===== src/rtl/mul_seq_pkg.sv =====
// Shared definitions for the nibble-serial multiply sequencer: FSM states,
// step count, per-step shift amounts and width helpers.
package mul_seq_pkg;

   localparam int DATA_WIDTH = 4;
   localparam int OP_W       = 2 * DATA_WIDTH;
   localparam int PROD_W     = 4 * DATA_WIDTH;
   localparam int NUM_STEPS  = 4;
   localparam int STEP_W     = $clog2(NUM_STEPS);

   typedef enum logic [1:0] {
      IDLE = 2'd0,
      MUL  = 2'd1,
      SIGN = 2'd2,
      DONE = 2'd3
   } seq_state_t;

   // Step 0 is the low*low term, steps 1 and 2 are the cross terms
   // (weight 2^N) and step 3 is the high*high term (weight 2^2N).
   function automatic int step_shift(input logic [STEP_W-1:0] step, input int n);
      int sh;
      case (step)
         2'd0:    sh = 0;
         2'd1:    sh = n;
         2'd2:    sh = n;
         default: sh = 2 * n;
      endcase
      return sh;
   endfunction

endpackage


===== src/rtl/mul8_nibble_sequencer_multiplier.sv =====
// Shared unsigned N x N multiplier core; purely combinational.
module multiplier #(
   parameter int data_width = 4
) (
   input  logic [data_width-1:0]   a,
   input  logic [data_width-1:0]   b,
   output logic [2*data_width-1:0] p
);

   // Operands are zero-extended so the product is computed at full width.
   assign p = {{data_width{1'b0}}, a} * {{data_width{1'b0}}, b};

endmodule


===== src/rtl/mul8_nibble_sequencer.sv =====
// 2N x 2N multiply sequencer: converts operands to magnitudes, accumulates
// four nibble partial products through one shared core, then restores sign.
module mul8_nibble_sequencer
   import mul_seq_pkg::*;
#(
   parameter int data_width = DATA_WIDTH
) (
   input  logic                    clk,
   input  logic                    rst,
   input  logic                    in_valid,
   output logic                    in_ready,
   input  logic [2*data_width-1:0] a,
   input  logic [2*data_width-1:0] b,
   input  logic                    is_signed,
   output logic                    out_valid,
   input  logic                    out_ready,
   output logic [4*data_width-1:0] product,
   output logic                    busy
);

   localparam int op_w   = 2 * data_width;
   localparam int prod_w = 4 * data_width;

   seq_state_t        state;
   seq_state_t        next_state;
   logic [STEP_W-1:0] step;
   logic [op_w-1:0]   mag_a;
   logic [op_w-1:0]   mag_b;
   logic [op_w-1:0]   a_abs;
   logic [op_w-1:0]   b_abs;
   logic              neg;
   logic [prod_w-1:0] acc;
   logic [prod_w-1:0] pp_shifted;
   logic [data_width-1:0] core_a;
   logic [data_width-1:0] core_b;
   logic [op_w-1:0]   core_p;

   assign in_ready = (state == IDLE);
   assign busy     = (state != IDLE);

   // The most negative operand negates to 2^(2N-1), which still fits unsigned.
   assign a_abs = (is_signed && a[op_w-1]) ? (~a + op_w'(1)) : a;
   assign b_abs = (is_signed && b[op_w-1]) ? (~b + op_w'(1)) : b;

   // step[1] picks the high half of a, step[0] the high half of b.
   assign core_a = step[1] ? mag_a[op_w-1 -: data_width] : mag_a[data_width-1:0];
   assign core_b = step[0] ? mag_b[op_w-1 -: data_width] : mag_b[data_width-1:0];

   assign pp_shifted = {{(prod_w-op_w){1'b0}}, core_p} << step_shift(step, data_width);

   multiplier #(.data_width(data_width)) u_core (
      .a (core_a),
      .b (core_b),
      .p (core_p)
   );

   // State register; reset discards any in-flight transaction.
   always_ff @(posedge clk) begin
      if (rst) begin
         state <= IDLE;
      end else begin
         state <= next_state;
      end
   end

   // Next-state logic for accept, accumulate, sign fix-up and output hold.
   always_comb begin
      next_state = state;
      case (state)
         IDLE: if (in_valid) next_state = MUL;
         MUL:  if (step == STEP_W'(NUM_STEPS-1)) next_state = SIGN;
         SIGN: next_state = DONE;
         DONE: if (out_valid && out_ready) next_state = IDLE;
         default: next_state = IDLE;
      endcase
   end

   // Datapath: capture magnitudes, accumulate partial products, publish result.
   always_ff @(posedge clk) begin
      if (rst) begin
         step      <= '0;
         mag_a     <= '0;
         mag_b     <= '0;
         neg       <= 1'b0;
         acc       <= '0;
         product   <= '0;
         out_valid <= 1'b0;
      end else begin
         case (state)
            IDLE: begin
               if (in_valid) begin
                  mag_a <= a_abs;
                  mag_b <= b_abs;
                  neg   <= is_signed & (a[op_w-1] ^ b[op_w-1]);
                  acc   <= '0;
                  step  <= '0;
               end
            end
            MUL: begin
               acc  <= acc + pp_shifted;
               step <= step + STEP_W'(1);
            end
            SIGN: begin
               product   <= neg ? (~acc + prod_w'(1)) : acc;
               out_valid <= 1'b1;
            end
            DONE: begin
               if (out_ready) out_valid <= 1'b0;
            end
            default: ;
         endcase
      end
   end

endmodule


===== config.mk =====
export PLATFORM = sky130hd
export DESIGN_NAME = mul8_nibble_sequencer
export DESIGN_NICKNAME = d
export VERILOG_FILES = /design/src/rtl/mul_seq_pkg.sv /design/src/rtl/mul8_nibble_sequencer_multiplier.sv /design/src/rtl/mul8_nibble_sequencer.sv
export SDC_FILE = /design/constraint.sdc
export NUM_CORES = 1
export LEC_CHECK = 0
export ABC_AREA = 1
export CAP_MARGIN = 40
export CELL_PAD_IN_SITES_DETAIL_PLACEMENT = 0
export CELL_PAD_IN_SITES_GLOBAL_PLACEMENT = 1
export CORE_UTILIZATION = 37
export DETAILED_ROUTE_END_ITERATION = 10
export PLACE_DENSITY = 0.77
export SLEW_MARGIN = 20
export SYNTH_ARGS = -nofsm -noshare
export SYNTH_HDL_FRONTEND = slang
export SYNTH_HIERARCHICAL = 1
export SYNTH_SLANG_ARGS = --single-unit

===== constraint.sdc =====
create_clock -name clk -period 3.7 [get_ports clk]
set_input_delay 0.74 -clock clk [delete_from_list [all_inputs] [get_ports clk]]
set_output_delay 0.74 -clock clk [all_outputs]
set_load 0.02 [all_outputs]

# Word-level counts from Yosys, hierarchy flattened
# Index checks and enable logic that the tools add are counted.
# Widths: inputs -> output; s select.
[op_classes] multipliers=1 eq_ne=10 n_addsub=5 div_mod_pow=0 n_shift=1 reduce_logical=13 n_lt_le_gt_ge=0 mux=16 n_bitwise=5
[ops] cell="$mux 16" n=2
[ops] cell="$pmux 16 s2" n=1
[ops] cell="$shl 8x32->16" n=1
[ops] cell="$add 16x1->16 const B" n=1
[ops] cell="$add 16x16->16" n=1
[ops] cell="$add 8x1->8 const B" n=2
[ops] cell="$mux 8" n=2
[ops] cell="$not 16->16" n=1
[ops] cell="$not 8->8" n=2
[ops] cell="$eq 2x2->1 const B" n=4
[ops] cell="$mul 4x4->8" n=1
[ops] cell="$mux 2" n=4
[ops] cell="$mux 4" n=2
[ops] cell="$ne 2x2->1 const B" n=4
[ops] cell="$pmux 2 s4" n=1
[ops] cell="$pmux 4 s2" n=1
[ops] cell="$reduce_and 2->1" n=3
[ops] cell="$reduce_bool 2->1" n=3
[ops] cell="$eq 2x1->1 const B" n=2
[ops] cell="$logic_not 2->1" n=2
[ops] cell="$pmux 2 s2" n=1
[ops] cell="$logic_and 1x1->1" n=3
[ops] cell="$reduce_and 3->1" n=1
[ops] cell="$add 2x1->2 const B" n=1
[ops] cell="5 further kinds" n=5
[totals] inputBits=21 ram_bits=0 regBits=54 output_inout_bits=19 wordCells=59 latchBits=0 romBits=0 mem_count=0

# Logic depth before layout (Yosys ltp)
[depth] ltp_word=6 ltp_mapped=28 ltp_nobuf=28

# Modules after synthesis
# The synthesis kept the hierarchy.
[by_module_without_submodules] module="mul8_nibble_sequencer" area_per_inst_um2=3828.7 n_inst=1 cells_each=615 seq_area_each_um2=1081.0
[by_module_without_submodules] module="multiplier" area_per_inst_um2=467.9 n_inst=1 cells_each=70 seq_area_each_um2=0.0

# Worst setup path before layout
# OpenSTA, ideal clock, no wires.
[synth_timing] path_type="register to register" start="reg step[0]" end="reg acc[15]" setup_time_ns=0.132 arrival_time_ns=3.941 setup_slack_ns=-0.373 period_less_slack_ns=4.073 path_stages_with_launch=22 n_path_buf=0 t_required_ns=3.568 path_cell_list="dfxtp_1 -> inv_1 -> o21ai_0 -> nand2_1 -> fa_1 -> inv_1 -> fa_1 -> fa_1 -> nand3_1 -> nand2_1 -> xor2_1 -> o21ai_0 -> nor2_1 -> ha_1 -> nand2_1 -> inv_1 -> a21oi_1 -> nand2_1 -> nand2_1 -> nand3_1 -> nand3_1 -> a21oi_1"
[synth_between] elab_cells_between_ends=10 classes_between="add/sub: 1; mul: 1; eq/ne: 2; shift: 1; mux: 3; reduce/logical: 2"
[synth_rtl] item="from (decl)" line="mul8_nibble_sequencer.sv:26" text="logic [STEP_W-1:0] step;"
[synth_rtl] item="from (signal assigned)" line="mul8_nibble_sequencer.sv:101" text="step <= step + STEP_W'(1);"
[synth_rtl] item="$mux 4" line="mul8_nibble_sequencer.sv:47" text="assign core_b = step[0] ? mag_b[op_w-1 -: data_width] : mag_b[data_width-1:0];"
[synth_rtl] item="via core_b[3]" line="mul8_nibble_sequencer.sv:35" text="logic [data_width-1:0] core_b;"
[synth_rtl] item="$mul 4x4->8" line="mul8_nibble_sequencer_multiplier.sv:11" text="assign p = {{data_width{1'b0}}, a} * {{data_width{1'b0}}, b};"
[synth_rtl] item="via core_p[6]" line="mul8_nibble_sequencer.sv:36" text="logic [op_w-1:0] core_p;"
[synth_rtl] item="$shl 8x32->16" line="mul8_nibble_sequencer.sv:49" text="assign pp_shifted = {{(prod_w-op_w){1'b0}}, core_p} << step_shift(step, data_width);"
[synth_rtl] item="$add 16x16->16" line="mul8_nibble_sequencer.sv:100" text="acc <= acc + pp_shifted;"
[synth_rtl] item="$pmux 16 s2" line="mul8_nibble_sequencer.sv:89" text="case (state)"
[synth_rtl] item="to (signal assigned)" line="mul8_nibble_sequencer.sv:100"
[synth_rtl] item="to (decl)" line="mul8_nibble_sequencer.sv:32" text="logic [prod_w-1:0] acc;"
# The timed path passes the listed nets, and every way through them passes these cells.
# A chain may end at the register's enable or synchronous reset.

# Final worst setup path
[layout_timing] start="reg step[0]" end="reg acc[14]"
# The elaborated chain is that of the path after synthesis.

==> results <==
- Of all nets on the critical path, the largest fanout is 4.
- Global routing finished with a remaining overflow of 0.
- The flow ran to the end, but the final reports show violations.
- The clock sink total is 54.
- The sequential cell area is between 1000 and 1500 µm².
- Counting cells, the worst reg-to-reg path comes to 23.
- Buffers inserted to repair hold after CTS numbered 0.
- Measured against its own limit, the worst slew margin works out to 46.9%.
- The design area is 5470 µm².
- Cells fill between 40% and 50% of the core in the end.
- The net switching component of the power is between 0.001 and 0.0015 W.
- The area occupied by multi-input gates is ~2900 µm².
- The number of nets handed over by synthesis was 746.
- The first global-routing pass estimated 18,200 µm of wire.
- The total count of hold-check failures in the final report came to 0.
- The die covers 12,000 µm².
- The via count of the first global-routing pass is 4,043.
- The post-route worst setup slack is -204 ps.
- In this run the critical register-to-register path is captured at acc[14].
- The final layout net count is 812.
- The die is 110 µm tall.
- The post-placement worst setup slack is -333 ps.
- The placed standard-cell area is 5070 µm².
- The switching share of power is 41.4%.
- Once the floorplan was initialized, standard cells occupied 38.8% of the core.
- For the finished layout, the period the worst path requires is 3900 ps.
- 40 I/O pins were placed.
- In the final timing run, aggregate negative setup slack is -1240 ps.
- The first TritonRoute pass finished after 4 iterations.
- The last weighted congestion value of the routability-driven placer is about 0.84.
- The count of endpoints failing setup in the final report is 10.
- The number of I/O port buffers is 39.
- During synthesis, Yosys emitted a total of 6 warnings.
- The maximum count of clock buffers along a single path is 2.
- The synthesis-to-finish area growth is 27.3%.
- The H-tree was split into 2 levels.
- The area of the placeable core is 11,100 µm².
- In this run the biggest area consumer among cell types represents 25.2% of the synthesized area.
- The number of storage elements in the synthesis netlist is 54.
- Sorting the synthesized cells by area gives the leading types as dfxtp_1 (25%), nand2_1 (17%), ha_1 (10%), inv_1 (9.7%), a21oi_1 (5.9%).
- The count of nets left with antenna violations once routing finished came out at 0.
- The maximum ir drop on the vdd rail is ~0.00026 V.
- The path class of the tightest hold or removal check is flop to flop.
- The largest net degree at the start of global routing is 33.
- The sequential share of power is 29.4%.
- The routed length per instance is 12.1 µm.
- Clock tree synthesis inserted a total of 5 buffers.
- The beginning of the worst register-to-register path is step[0].
- The library cell with the largest summed area after synthesis is dfxtp_1.
- The total standard cell area after synthesis is 4300 µm².
- The worst-case register-to-register setup slack is -200 ps.
- The part of the cycle the worst path needs is 106%.
- In the global route stage, overall resource usage came out at 19.3%.
- At the pin with the least slew margin, the transition time is 795 ps.
- For this design the ratio of total power to cell area is 506 nW/µm².
- The half-perimeter wire length after placement is 8510 µm.
- The initial antenna violation count is 0.
- The checks that failed: setup timing.
- Summed over all cells, the static leakage comes to approximately 2.8 nW.
- For this run, design rule violations remaining after detail routing come to 0.
- The total routed wirelength is 10,800 µm.
- The number of max-slew violations in the final report is 0.
- The cell-internal power is 0.00162 W.
- Synthesis produced a netlist whose cell count is 685.
- Max-cap violations in this run came to 0.
- The worst-case clock skew is 7.72 ps.
- For the worst setup path, the data required time is 3880 ps.
- The layout filler cell count is around 1,200.
- The worst hold path passes through 2 cells.
- For this block, the initial DRC count from the detailed router was 154.
- For this run, the slowest stage of the critical path takes 540 ps.
- The insertion delay to the later sink of the worst-skew pair is 300 ps.
- Of the total power, the clock network draws 18.5%.
- Data arrives at the worst endpoint at around 4000 ps.
- Each instance of the synthesized netlist takes up on average approximately 6.3 µm².
- Combinational logic burns 52.1% of the power.
- The share of the Yosys chip area taken by registers is 25.2%.
- The startpoint kind of the worst setup timing path is a flop.
- The startpoint identified for the worst hold timing path is acc[0].
- The worst-case hold path end point is acc[0].
- The number of placement rows is 38.
- Clock tree synthesis selected as its root buffer the cell clkbuf_16.
- The cell type of the slowest stage on the worst timing path is fa_1.
- The worst setup path is captured at a flop.
- Measured along the x axis, the die boundary spans 110 µm.
- Setup repair after global routing could not meet its margin everywhere.
- Clock-pin slew was measured on the worst setup and hold paths at 70 ps.
- The netlist uses 38 different library cells.
- The classification of the worst setup path is flop to flop.
- The achievable clock frequency is 0.256 GHz.
- Counting stages on the worst path, the most repeated cell is nand2_1.
- The via count normalized by instance count is 4.87.
- Walking the worst path, the cells encountered are buf_6 > nand2_2 > nand2_2 > nand2_2 > fa_1 > inv_2 > fa_2 > fa_2 > nand3_2 > nand2_4 > xor2_4 > o21ai_2 > nor2_1 > ha_1 > nand2_1 > inv_2 > nand2_1 > nor3_1 > nand2_1 > nand2_1 > nand2_1 > nand3_1 > a21oi_1.
- The number of antenna repair diodes is 0.
- The share of cells above drive strength 1 is ~16%.
- The routed layout has 4,346 vias.
- The clock tree from TritonCTS is done.
## per-stage QoR
step                      std cells  total power, W  hold slack [ps]
after floorplan                 685         0.00169              453
after CTS                       892         0.00278              488
after global routing            892         0.00300              523
final                           892         0.00277              484
after detailed placement        881         0.00218              477
after global placement          879         0.00214              475
## layout by cell type (no fill, tap or decap), types with 7 or more instances in the layout
| master | netlist | layout |
|---|---|---|
| a21oi_1 | 51 | 46 |
| buf_4 | 2 | 35 |
| clkdlybuf4s50_1 | 0 | 39 |
| dfxtp_1 | 54 | 52 |
| ha_1 | 35 | 31 |
| inv_1 | 111 | 104 |
| nand2_1 | 198 | 176 |
| nand2_2 | 6 | 27 |
| nand3_1 | 29 | 24 |
| nor2_1 | 67 | 62 |
| nor2_2 | 2 | 7 |
| o21ai_0 | 39 | 33 |
| o21ai_1 | 5 | 7 |
| xnor2_1 | 8 | 8 |
| xor2_1 | 13 | 11 |
## power by group through the flow
stage	Clock, W	Combinational (W)	Sequential [W]
CTS	0.000524	0.00144	0.000816
detailed placement	0	0.00135	0.000825
global route	0.000545	0.00162	0.000834
finish	0.000512	0.00144	0.000816
global placement	0	0.00132	0.000821
floorplan	0	0.000817	0.000871
## cell families after synthesis
logic type | Yosys count | share of synthesized area, %
adder cells (fa/ha/maj) | 40 | 12.5
flip-flops | 54 | 25.2
XOR/XNOR | 21 | 4.28
AND/OR/NAND/NOR | 322 | 30.8
buffers and inverters | 130 | 12.1
AO/OA/AOI/OAI | 118 | 15.2
## Yosys cell counts (all sizes together)
cell,number
or2,3
nand3b,3
xnor2,8
nand4,3
buf,7
nor3,6
nand3,31
a221oi,1
clkbuf,11
nand2,204
ha,35
o21a,1
o21ai,45
and2,1
inv,112
dfxtp,54
a211oi,1
o21bai,1
a21oi,51
fa,5
xor2,13
o221ai,5
o211ai,6
o22ai,2
o31ai,4
nor2,69
a22oi,1
nor3b,2
## sequential cells by signal, indices dropped and copies added, names as in the netlist
register	flops
acc	16
product	16
mag_a	8
mag_b	8
state	2
step	2
neg	1
out_valid	1
## critical path, delay by kind of cell, from the launching register on
family,cells,cell delay (ps)
xor+xnor,1,170
simple gates,13,990
fa+ha+maj,4,1800
flops,1,370
compound gates,2,220
buf+inv,3,220
## area by class of cell
class | count | share of cell area [%]
Clock buffer | 7 | 2.79
Clock inverter | 1 | 0.160
Inverter | 112 | 7.78
Multi-Input combinational cell | 501 | 53.5
Sequential cell | 54 | 19.9
Tap cell | 140 | 3.20
Timing Repair Buffer | 77 | 12.7
## worst max-delay path by stage
stage	from	end	slack [ps]	depth (start not counted)
5_1_grt	step[0]	acc[13]	-460	23
4_1_cts	step[0]	acc[11]	-160	23
6_report	step[0]	acc[14]	-200	23
2_1_floorplan	step[0]	acc[14]	0.5	22
3_3_place_gp	step[0]	acc[14]	-290	23
3_5_place_dp	step[0]	acc[10]	-330	23
## metal layers
layer	vias up	track usage (%)	wire length (µm)	part of all wire (%)
li1	2306	-	-	-
met3	13	2.85	302	2.8
met1	1970	22.8	4940	46
met4	0	4.67	128	1.2
met2	57	36.2	5420	50
met5	-	0	0	0
## what timing repair did
action                     CTS  global route
resized for setup           50            14
setup endpoints to repair   12            12
pin swaps                   37             8
hold endpoints to repair     0             0
setup buffers                3             0
No activity file was read; power rests on OpenSTA's default activity.
